==> src/rtl/mem_initiator.sv <==
// Burst read/write command master for a single-port memory with 1-cycle read latency.
// Optional: define MEM_INITIATOR_BOUND_CHECK_EN to discard out-of-range bursts and pulse cmd_err.
module mem_initiator #(
  parameter int ADDR_WIDTH = 3,
  parameter int DATA_WIDTH = 8,
  parameter int LEN_WIDTH  = 3,
  parameter int RSP_DEPTH  = 2
) (
  input  logic                  clk,
  input  logic                  reset,
  input  logic                  cmd_valid,
  output logic                  cmd_ready,
  input  logic                  cmd_write,
  input  logic                  cmd_incr,
  input  logic [ADDR_WIDTH-1:0] cmd_addr,
  input  logic [DATA_WIDTH-1:0] cmd_wdata,
  input  logic [LEN_WIDTH-1:0]  cmd_len,
  output logic                  rsp_valid,
  input  logic                  rsp_ready,
  output logic [DATA_WIDTH-1:0] rsp_data,
  output logic                  rsp_last,
  output logic                  cmd_err,
  output logic [ADDR_WIDTH-1:0] mem_addr,
  output logic                  mem_wr_en,
  output logic                  mem_rd_en,
  output logic [DATA_WIDTH-1:0] mem_wdata,
  input  logic [DATA_WIDTH-1:0] mem_rdata
);

  localparam int PW  = (RSP_DEPTH > 1) ? $clog2(RSP_DEPTH) : 1;
  localparam int CW  = $clog2(RSP_DEPTH + 1);
  localparam int CW1 = CW + 1;

  localparam logic [1:0] S_IDLE = 2'd0;
  localparam logic [1:0] S_WR   = 2'd1;
  localparam logic [1:0] S_RD   = 2'd2;

  logic [1:0]            state_q, state_d;
  logic [ADDR_WIDTH-1:0] addr_q, addr_d;
  logic [DATA_WIDTH-1:0] data_q, data_d;
  logic [LEN_WIDTH-1:0]  cnt_q, cnt_d;
  logic                  incr_q, incr_d;
  logic                  inflight_q, inflight_d;
  logic                  infl_last_q, infl_last_d;
  logic                  ready_q;

  logic [DATA_WIDTH:0]   fifo_mem [RSP_DEPTH];
  logic [PW-1:0]         wptr_q, rptr_q;
  logic [CW-1:0]         count_q;
  logic [DATA_WIDTH:0]   head;

  logic hs, last_beat, push, pop, issue, oob;

  assign cmd_ready = ready_q && (state_q == S_IDLE);
  assign hs        = cmd_valid && cmd_ready;
  assign last_beat = (cnt_q == '0);
  assign push      = inflight_q;
  assign pop       = rsp_valid && rsp_ready;

  // A pop in the same cycle frees a slot, so counting it keeps 1 beat/cycle at depth 2
  // while still guaranteeing the pending read never lands in a full FIFO.
  assign issue = (state_q == S_RD) &&
                 (({1'b0, count_q} + CW1'(inflight_q)) < (CW1'(RSP_DEPTH) + CW1'(pop)));

`ifdef MEM_INITIATOR_BOUND_CHECK_EN
  logic [ADDR_WIDTH+LEN_WIDTH:0] span;
  logic                          err_q;
  assign span    = (ADDR_WIDTH+LEN_WIDTH+1)'(cmd_addr) + (ADDR_WIDTH+LEN_WIDTH+1)'(cmd_len);
  assign oob     = |(span >> ADDR_WIDTH);
  assign cmd_err = err_q;

  always_ff @(posedge clk or posedge reset) begin
    if (reset) err_q <= 1'b0;
    else       err_q <= hs && oob;
  end
`else
  assign oob     = 1'b0;
  assign cmd_err = 1'b0;
`endif

  always_comb begin
    state_d     = state_q;
    addr_d      = addr_q;
    data_d      = data_q;
    cnt_d       = cnt_q;
    incr_d      = incr_q;
    inflight_d  = issue;
    infl_last_d = last_beat;
    case (state_q)
      S_IDLE: begin
        if (hs && !oob) begin
          addr_d  = cmd_addr;
          data_d  = cmd_wdata;
          cnt_d   = cmd_len;
          incr_d  = cmd_incr;
          state_d = cmd_write ? S_WR : S_RD;
        end
      end
      S_WR: begin
        addr_d = addr_q + ADDR_WIDTH'(1);
        if (incr_q) data_d = data_q + DATA_WIDTH'(1);
        cnt_d = cnt_q - LEN_WIDTH'(1);
        if (last_beat) state_d = S_IDLE;
      end
      S_RD: begin
        if (issue) begin
          addr_d = addr_q + ADDR_WIDTH'(1);
          cnt_d  = cnt_q - LEN_WIDTH'(1);
          if (last_beat) state_d = S_IDLE;
        end
      end
      default: state_d = S_IDLE;
    endcase
  end

  always_ff @(posedge clk or posedge reset) begin
    if (reset) begin
      state_q     <= S_IDLE;
      addr_q      <= '0;
      data_q      <= '0;
      cnt_q       <= '0;
      incr_q      <= 1'b0;
      inflight_q  <= 1'b0;
      infl_last_q <= 1'b0;
      ready_q     <= 1'b0;
    end else begin
      state_q     <= state_d;
      addr_q      <= addr_d;
      data_q      <= data_d;
      cnt_q       <= cnt_d;
      incr_q      <= incr_d;
      inflight_q  <= inflight_d;
      infl_last_q <= infl_last_d;
      ready_q     <= 1'b1;
    end
  end

  always_ff @(posedge clk) begin
    if (push) fifo_mem[wptr_q] <= {infl_last_q, mem_rdata};
  end

  always_ff @(posedge clk or posedge reset) begin
    if (reset) begin
      wptr_q  <= '0;
      rptr_q  <= '0;
      count_q <= '0;
    end else begin
      if (push) wptr_q <= (wptr_q == PW'(RSP_DEPTH - 1)) ? '0 : wptr_q + PW'(1);
      if (pop)  rptr_q <= (rptr_q == PW'(RSP_DEPTH - 1)) ? '0 : rptr_q + PW'(1);
      case ({push, pop})
        2'b10:   count_q <= count_q + CW'(1);
        2'b01:   count_q <= count_q - CW'(1);
        default: count_q <= count_q;
      endcase
    end
  end

  a_no_overflow: assert property (@(posedge clk) disable iff (reset)
    !(push && (count_q == CW'(RSP_DEPTH))));

  assign head      = fifo_mem[rptr_q];
  assign rsp_valid = (count_q != '0);
  assign rsp_data  = rsp_valid ? head[DATA_WIDTH-1:0] : '0;
  assign rsp_last  = rsp_valid && head[DATA_WIDTH];

  assign mem_wr_en = (state_q == S_WR);
  assign mem_rd_en = issue;
  assign mem_addr  = (state_q != S_IDLE) ? addr_q : '0;
  assign mem_wdata = (state_q == S_WR) ? data_q : '0;

endmodule

==> config.mk <==
export PLATFORM = sky130hd
export DESIGN_NAME = mem_initiator
export DESIGN_NICKNAME = d
export VERILOG_FILES = /design/src/rtl/mem_initiator.sv
export SDC_FILE = /design/constraint.sdc
export NUM_CORES = 1
export LEC_CHECK = 0
export CAP_MARGIN = 10
export CORE_ASPECT_RATIO = 1.1
export CORE_MARGIN = 4
export CORE_UTILIZATION = 55
export CTS_BUF_LIST = sky130_fd_sc_hd__clkbuf_4
export DETAILED_ROUTE_END_ITERATION = 10
export GPL_ROUTABILITY_DRIVEN = 0
export PLACE_DENSITY = 0.95
export RECOVER_POWER = 50
export SETUP_SLACK_MARGIN = 0.02
export SYNTH_ARGS = -nofsm -noshare
export SYNTH_HDL_FRONTEND = slang
export SYNTH_SLANG_ARGS = --single-unit
==> constraint.sdc <==
create_clock -name clk -period 2.9 [get_ports clk]
set_input_delay 0.58 -clock clk [delete_from_list [all_inputs] [get_ports clk]]
set_output_delay 0.58 -clock clk [all_outputs]
set_load 0.05 [all_outputs]
# Word-level counts from Yosys, hierarchy flattened
# Memory sizes are Yosys's and may differ from the RTL's.
# Index checks and enable logic that the tools add are counted.
[totals]
reg_bits = 24
mem_bits_rw = 18
input_bits = 28
out_inout_bits = 25
elab_cells = 67
n_memories = 1
[memory_table]
columns = ["name", "words", "word_bits", "read_ports", "rd_clocked_by_memory_dff", "wr", "line_no", "rtl"]
rows = [
  ["fifo_mem", 2, 9, 1, 0, 1, "47", "logic [DATA_WIDTH:0] fifo_mem [RSP_DEPTH];"],
]
[op_classes]
addsub = 9
n_lt_le_gt_ge = 1
n_eq_ne = 7
muxes = 22
reduce_logical = 16
[ops]
columns = ["op", "n"]
rows = [
  ["$mux W8", 4],
  ["$pmux W3 S3", 2],
  ["$pmux W8 S2", 1],
  ["$mux W3", 5],
  ["$add A8 B1 Y8 const B", 1],
  ["$mux W2", 4],
  ["$reduce_bool A2 Y1", 4],
  ["$pmux W2 S3", 1],
  ["$reduce_and A3 Y1", 2],
  ["$logic_and A1 B1 Y1", 5],
  ["$eq A2 B1 Y1 const B", 2],
  ["$eq A2 B2 Y1 const B", 2],
  ["$mux W1", 4],
  ["$ne A2 B2 Y1 const B", 2],
  ["$pmux W2 S2", 1],
  ["$reduce_and A2 Y1", 2],
  ["$add A2 B1 Y3", 1],
  ["$add A2 B1 Y3 const A", 1],
  ["$add A3 B1 Y3 const B", 1],
  ["$logic_not A3 Y1", 1],
  ["$lt A3 B3 Y1", 1],
  ["$reduce_bool A3 Y1", 1],
  ["$sub A3 B1 Y3 const B", 1],
  ["$add A1 B1 Y1 const B", 2],
  ["4 further kinds", 4],
]

# Longest topological paths before layout
[depth]
word_depth = 7
mapped_depth = 7
ltp_nobuf = 7

# Worst setup path after synthesis
# No wires, ideal clock.
[synth_path]
kind = "reg2out"
startpoint = "reg state_q[1]"
endpoint = "out mem_wdata[0]"
arrival_ns = 1.800
required_time_ns = 2.320
slack_ns = 0.520
stages_incl_launch_ff = 5
cell_sequence = "dfrtp_1 -> inv_1 -> ha_1 -> buf_1 -> and2_1"
[synth_between]
elab_chain_cells = 2
[synth_lines]
columns = ["element", "line_no", "rtl"]
rows = [
  ["from (decl)", "38", "logic [1:0] state_q, state_d;"],
  ["from (signal assigned)", "127", "state_q <= state_d;"],
  ["$eq A2 B1 Y1", "--", ""],
  ["named net mem_wr_en", "24", "output logic mem_wr_en,"],
  ["$mux W8", "169", "assign mem_wdata = (state_q == S_WR) ? data_q : '0;"],
  ["to (decl)", "26", "output logic [DATA_WIDTH-1:0] mem_wdata,"],
]
# The timed path passes the listed nets, and every way through them passes these cells.

# Final worst setup path
[layout_path]
startpoint = "reg rptr_q"
endpoint = "out rsp_data[4]"
[layout_between]
elab_chain_cells = 2
[layout_lines]
columns = ["element", "line_no", "rtl"]
rows = [
  ["from (decl)", "48", "logic [PW-1:0] wptr_q, rptr_q;"],
  ["from (signal assigned)", "149", "if (pop) rptr_q <= (rptr_q == PW'(RSP_DEPTH - 1)) ? '0 : rptr_q + PW'(1);"],
  ["$mem_v2 Z2 W9", "--", ""],
  ["$mux W8", "163", "assign rsp_data = rsp_valid ? head[DATA_WIDTH-1:0] : '0;"],
  ["to (decl)", "20", "output logic [DATA_WIDTH-1:0] rsp_data,"],
]
# Every way passes these cells.

==> impl_metrics.prom <==
# TYPE chip_impl_metric gauge
chip_impl_metric{name="pin_count_of_the_biggest_net_entering_global_routing",unit=""} 25
chip_impl_info{name="synthTopCellsByArea",value="sky130_fd_sc_hd__dfrtp_1 28%, sky130_fd_sc_hd__edfxtp_1 25%, sky130_fd_sc_hd__mux2i_1 8.4%"} 1
chip_impl_info{name="critPathCaptureType",value="primary output"} 1
chip_impl_metric{name="drive_gt1_share",unit="%"} 11.4
chip_impl_metric{name="mapped_cell_area",unit="sq mm"} 0.00215
chip_impl_metric{name="post_synthesis_net_count",unit=""} 228
chip_impl_metric{name="initial_core_util",unit="%"} 58.0
chip_impl_metric{name="clk_transition_reported_paths",unit="ns"} 0.13
chip_impl_info{name="cts_root_buffer",value="sky130_fd_sc_hd__clkbuf_4"} 1
chip_impl_info{name="criticalPathCategory",value="reg -> out"} 1
chip_impl_metric{name="post_synth.cell_area_avg",unit="sq um"} 11.4
chip_impl_metric{name="pwr-share-comb",unit="%"} 60.8
chip_impl_metric{name="max_slew_margin",unit="%"} 13.1
chip_impl_info{name="min_path_type",value="reg -> reg"} 1
chip_impl_metric{name="postSynthRegisterBits",unit=""} 42
chip_impl_metric{name="chipHeight",unit="um"} 73.6
chip_impl_metric{name="setup-tns-final",unit="ns"} 0
chip_impl_metric{name="route.detailed.vias_per_inst",unit=""} 5.38
chip_impl_metric{name="final_hold_viol_count",unit=""} 0
chip_impl_metric{name="maxCapViolCount",unit=""} 0
chip_impl_metric{name="first_pass_iters",unit=""} 5
chip_impl_metric{name="synth_edf_count",unit=""} 18
chip_impl_metric{name="post_route_clock_period_utilization",unit="%"} 94.0
chip_impl_metric{name="cts.sink_count",unit=""} 42
chip_impl_metric{name="first_global_vias",unit=""} 1536
chip_impl_metric{name="r2r_cells",unit=""} 6
chip_impl_metric{name="nets",unit=""} 283
chip_impl_metric{name="post_synth_inst_count",unit=""} 189
chip_impl_metric{name="finish.cell_count_without_fillers",unit=""} 295
chip_impl_metric{name="ctsHoldBuffers",unit=""} 0
chip_impl_info{name="outcome",value="finished clean"} 1
chip_impl_info{name="synth.largest_area_cell",value="sky130_fd_sc_hd__dfrtp_1"} 1
chip_impl_metric{name="seq_power_share",unit="%"} 30.5
chip_impl_metric{name="grt_pass1_wl",unit="um"} 6960
chip_impl_info{name="grt_setup_unrepaired",value="false"} 1
chip_impl_info{name="critPathLaunchType",value="flop"} 1
chip_impl_metric{name="synth-seq-area-share",unit="%"} 53.0
chip_impl_metric{name="cts_buffer_depth",unit=""} 2
chip_impl_metric{name="cp_data_arrival_time",unit="ns"} 2.15
chip_impl_metric{name="timing.critical_path.required",unit="ns"} 2.32
chip_impl_info{name="synth-main-ff-cell",value="sky130_fd_sc_hd__dfrtp_1"} 1
chip_impl_metric{name="drcViolationCount",unit=""} 0
chip_impl_metric{name="port_buffers",unit=""} 51
chip_impl_metric{name="place_hpwl",unit="um"} 3230
chip_impl_metric{name="cts_repair_resize_count",unit=""} 0
chip_impl_metric{name="grtUsageTotal",unit="%"} 19.0
chip_impl_metric{name="wl_per_cell",unit="um"} 14.5
chip_impl_metric{name="worst-slew-pin-transition",unit="ns"} 1.30
chip_impl_metric{name="ys.warnings.count",unit=""} 0
chip_impl_metric{name="total_switching_power",unit="mW"} 1.60
chip_impl_metric{name="power_leakage",unit="nW"} 1.20
chip_impl_metric{name="clock-skew-final",unit="ns"} 0.00718
chip_impl_metric{name="synthToLayoutAreaGrowth",unit="%"} 28.0
chip_impl_metric{name="grt.overflow.total",unit=""} 0
chip_impl_metric{name="finalWirelength",unit="um"} 4270
chip_impl_metric{name="design.core.area",unit="sq mm"} 0.00371
chip_impl_metric{name="antenna_found_initial",unit=""} 0
chip_impl_metric{name="fmaxAchievable",unit="GHz"} 0.367
chip_impl_metric{name="ir_drop",unit="mV"} 0.759
chip_impl_info{name="tritoncts",value="yes"} 1
chip_impl_info{name="commonest_non_fill_non_tap_cell_in_the_layout",value="sky130_fd_sc_hd__clkdlybuf4s50_1"} 1
chip_impl_metric{name="die_area",unit="sq mm"} 0.00498
chip_impl_metric{name="vias",unit=""} 1586
chip_impl_metric{name="synthDominantCellAreaShare",unit="%"} 27.9
chip_impl_metric{name="critical_path.max_fanout",unit=""} 10
chip_impl_metric{name="yosys.cell_types.count",unit=""} 43
chip_impl_metric{name="internal_power",unit="mW"} 1.77
chip_impl_metric{name="powerDensity",unit="mW/mm^2"} 1220
chip_impl_metric{name="setup_violations",unit=""} 0
chip_impl_metric{name="n_antenna_cell",unit=""} 0
chip_impl_metric{name="ios",unit=""} 53
chip_impl_metric{name="detailedPlace.worstSlack",unit="ns"} 0.554
chip_impl_metric{name="row_count",unit=""} 23
chip_impl_metric{name="antenna_violating_nets_post_route",unit=""} 0
chip_impl_metric{name="die-width",unit="um"} 67.7
chip_impl_metric{name="pwr-share-clk",unit="%"} 8.7
chip_impl_metric{name="postCtsSetupBuffers",unit=""} 0
chip_impl_metric{name="place.detailed.instances",unit=""} 287
chip_impl_metric{name="ctsHtreeMaxLevel",unit=""} 2
chip_impl_metric{name="layout_setup_ws",unit="ns"} 0.173
chip_impl_metric{name="drt-initial-drc-count",unit=""} 127
chip_impl_metric{name="clock_latency",unit="ns"} 0.35
chip_impl_metric{name="final_max_slew_viol_count",unit=""} 0
chip_impl_metric{name="tritoncts.num_buffers",unit=""} 5
chip_impl_metric{name="number_of_cells_on_the_worst_hold_path",unit=""} 0
chip_impl_metric{name="switching_share",unit="%"} 47.6
chip_impl_metric{name="synth-async-reset-ratio",unit="%"} 57.1
chip_impl_metric{name="period_needed",unit="ns"} 2.73
chip_impl_info{name="layout.cells.most_common_list",value="33 x sky130_fd_sc_hd__clkdlybuf4s50_1, 24 x sky130_fd_sc_hd__dfrtp_1, 20 x sky130_fd_sc_hd__nor2_1"} 1
## power groups by stage
stage,Sequential (mW),Combinational (mW),Clock [mW]
2_1_floorplan,0.968,1.57,0
3_5_place_dp,1.04,2.05,0
3_3_place_gp,1.03,1.99,0
4_1_cts,1.03,2.07,0.307
6_report,1.03,2.05,0.293
5_1_grt,1.06,2.22,0.338
## final cells by class
cell class              instances  area (sq um)
clock buffers                   5          37.5
clock inverters                 3          23.8
fillers                       281           953
inverters                      15          56.3
multi-input cells             126           918
flip-flops and latches         42          1140
well taps                      50          62.6
repair buffers                 54           519
## cell usage after synthesis (2+ instances only)
library cell / instances
sky130_fd_sc_hd__and2_1: 7
sky130_fd_sc_hd__and2b_1: 3
sky130_fd_sc_hd__inv_1: 15
sky130_fd_sc_hd__nor2_1: 20
sky130_fd_sc_hd__xnor2_1: 3
sky130_fd_sc_hd__conb_1: 2
sky130_fd_sc_hd__edfxtp_1: 18
sky130_fd_sc_hd__ha_1: 11
sky130_fd_sc_hd__nor4bb_1: 2
sky130_fd_sc_hd__o21ai_0: 6
sky130_fd_sc_hd__o22ai_1: 3
sky130_fd_sc_hd__mux2i_1: 18
sky130_fd_sc_hd__xor2_1: 2
sky130_fd_sc_hd__dfrtp_1: 24
sky130_fd_sc_hd__nand2b_1: 2
sky130_fd_sc_hd__a21oi_1: 7
sky130_fd_sc_hd__nand3_1: 6
sky130_fd_sc_hd__clkbuf_1: 2
sky130_fd_sc_hd__o221a_2: 3
sky130_fd_sc_hd__nand2_1: 9
sky130_fd_sc_hd__a2bb2oi_1: 3
sky130_fd_sc_hd__and3_1: 2
## routing by layer
| metal | global-route usage [%] | part of all wire (%) | vias to the layer above |
|---|---|---|---|
| met5 | 0 | 0 | - |
| met4 | 6.08 | 0.98 | 0 |
| met3 | 5.05 | 5.2 | 6 |
| met2 | 31.9 | 53 | 51 |
| met1 | 23.6 | 40 | 754 |
| li1 | - | - | 775 |
## state kept, by name, summed over array words and instances, names as in the netlist
name,count
fifo_mem,18
data_q,8
addr_q,3
cnt_q,3
count_q,2
state_q,2
incr_q,1
infl_last_q,1
inflight_q,1
ready_q,1
rptr_q,1
wptr_q,1
## worst max-delay path: stages, from the launching register on
cell and delay (ns):
sky130_fd_sc_hd__dfrtp_1 0.70, sky130_fd_sc_hd__mux2i_1 0.17, sky130_fd_sc_hd__nor2_1 0.12, sky130_fd_sc_hd__clkdlybuf4s50_1 0.81
## per-stage QoR
step | hold slack, ns | total power, mW | util (%) | cell area [sq um]
2_1_floorplan | 0.420 | 2.54 | - | 2150
3_3_place_gp | 0.421 | 3.02 | 72.9 | 2710
3_5_place_dp | 0.437 | 3.10 | 72.9 | 2710
4_1_cts | 0.469 | 3.41 | 74.5 | 2770
5_1_grt | 0.489 | 3.62 | 74.3 | 2760
6_report | 0.469 | 3.37 | 74.3 | 2760
## path summary, 6_finish.rpt
| kind | from | end | slack [ns] |
|---|---|---|---|
| setup / recovery | rptr_q | rsp_data[4] | 0.17 |
| hold / removal | infl_last_q | fifo_mem[1][8] | 0.47 |
| setup reg to reg | state_q[1] | data_q[4] | 0.80 |
| hold reg to reg | infl_last_q | fifo_mem[1][8] | 0.47 |
| max in group asynchronous | reset | ready_q | 1.05 |
| min in group asynchronous | reset | data_q[5] | 1.08 |
## cell families after synthesis
logic type / synth area share, %
AND/OR/NAND/NOR: 14.0
flip-flops: 53.0
AO/OA/AOI/OAI: 11.2
buffers and inverters: 4.24
multiplexers: 8.88
adder cells (fa/ha/maj): 6.39
XOR/XNOR: 2.03
other: 0.349
No activity file was read; power rests on OpenSTA's default activity.
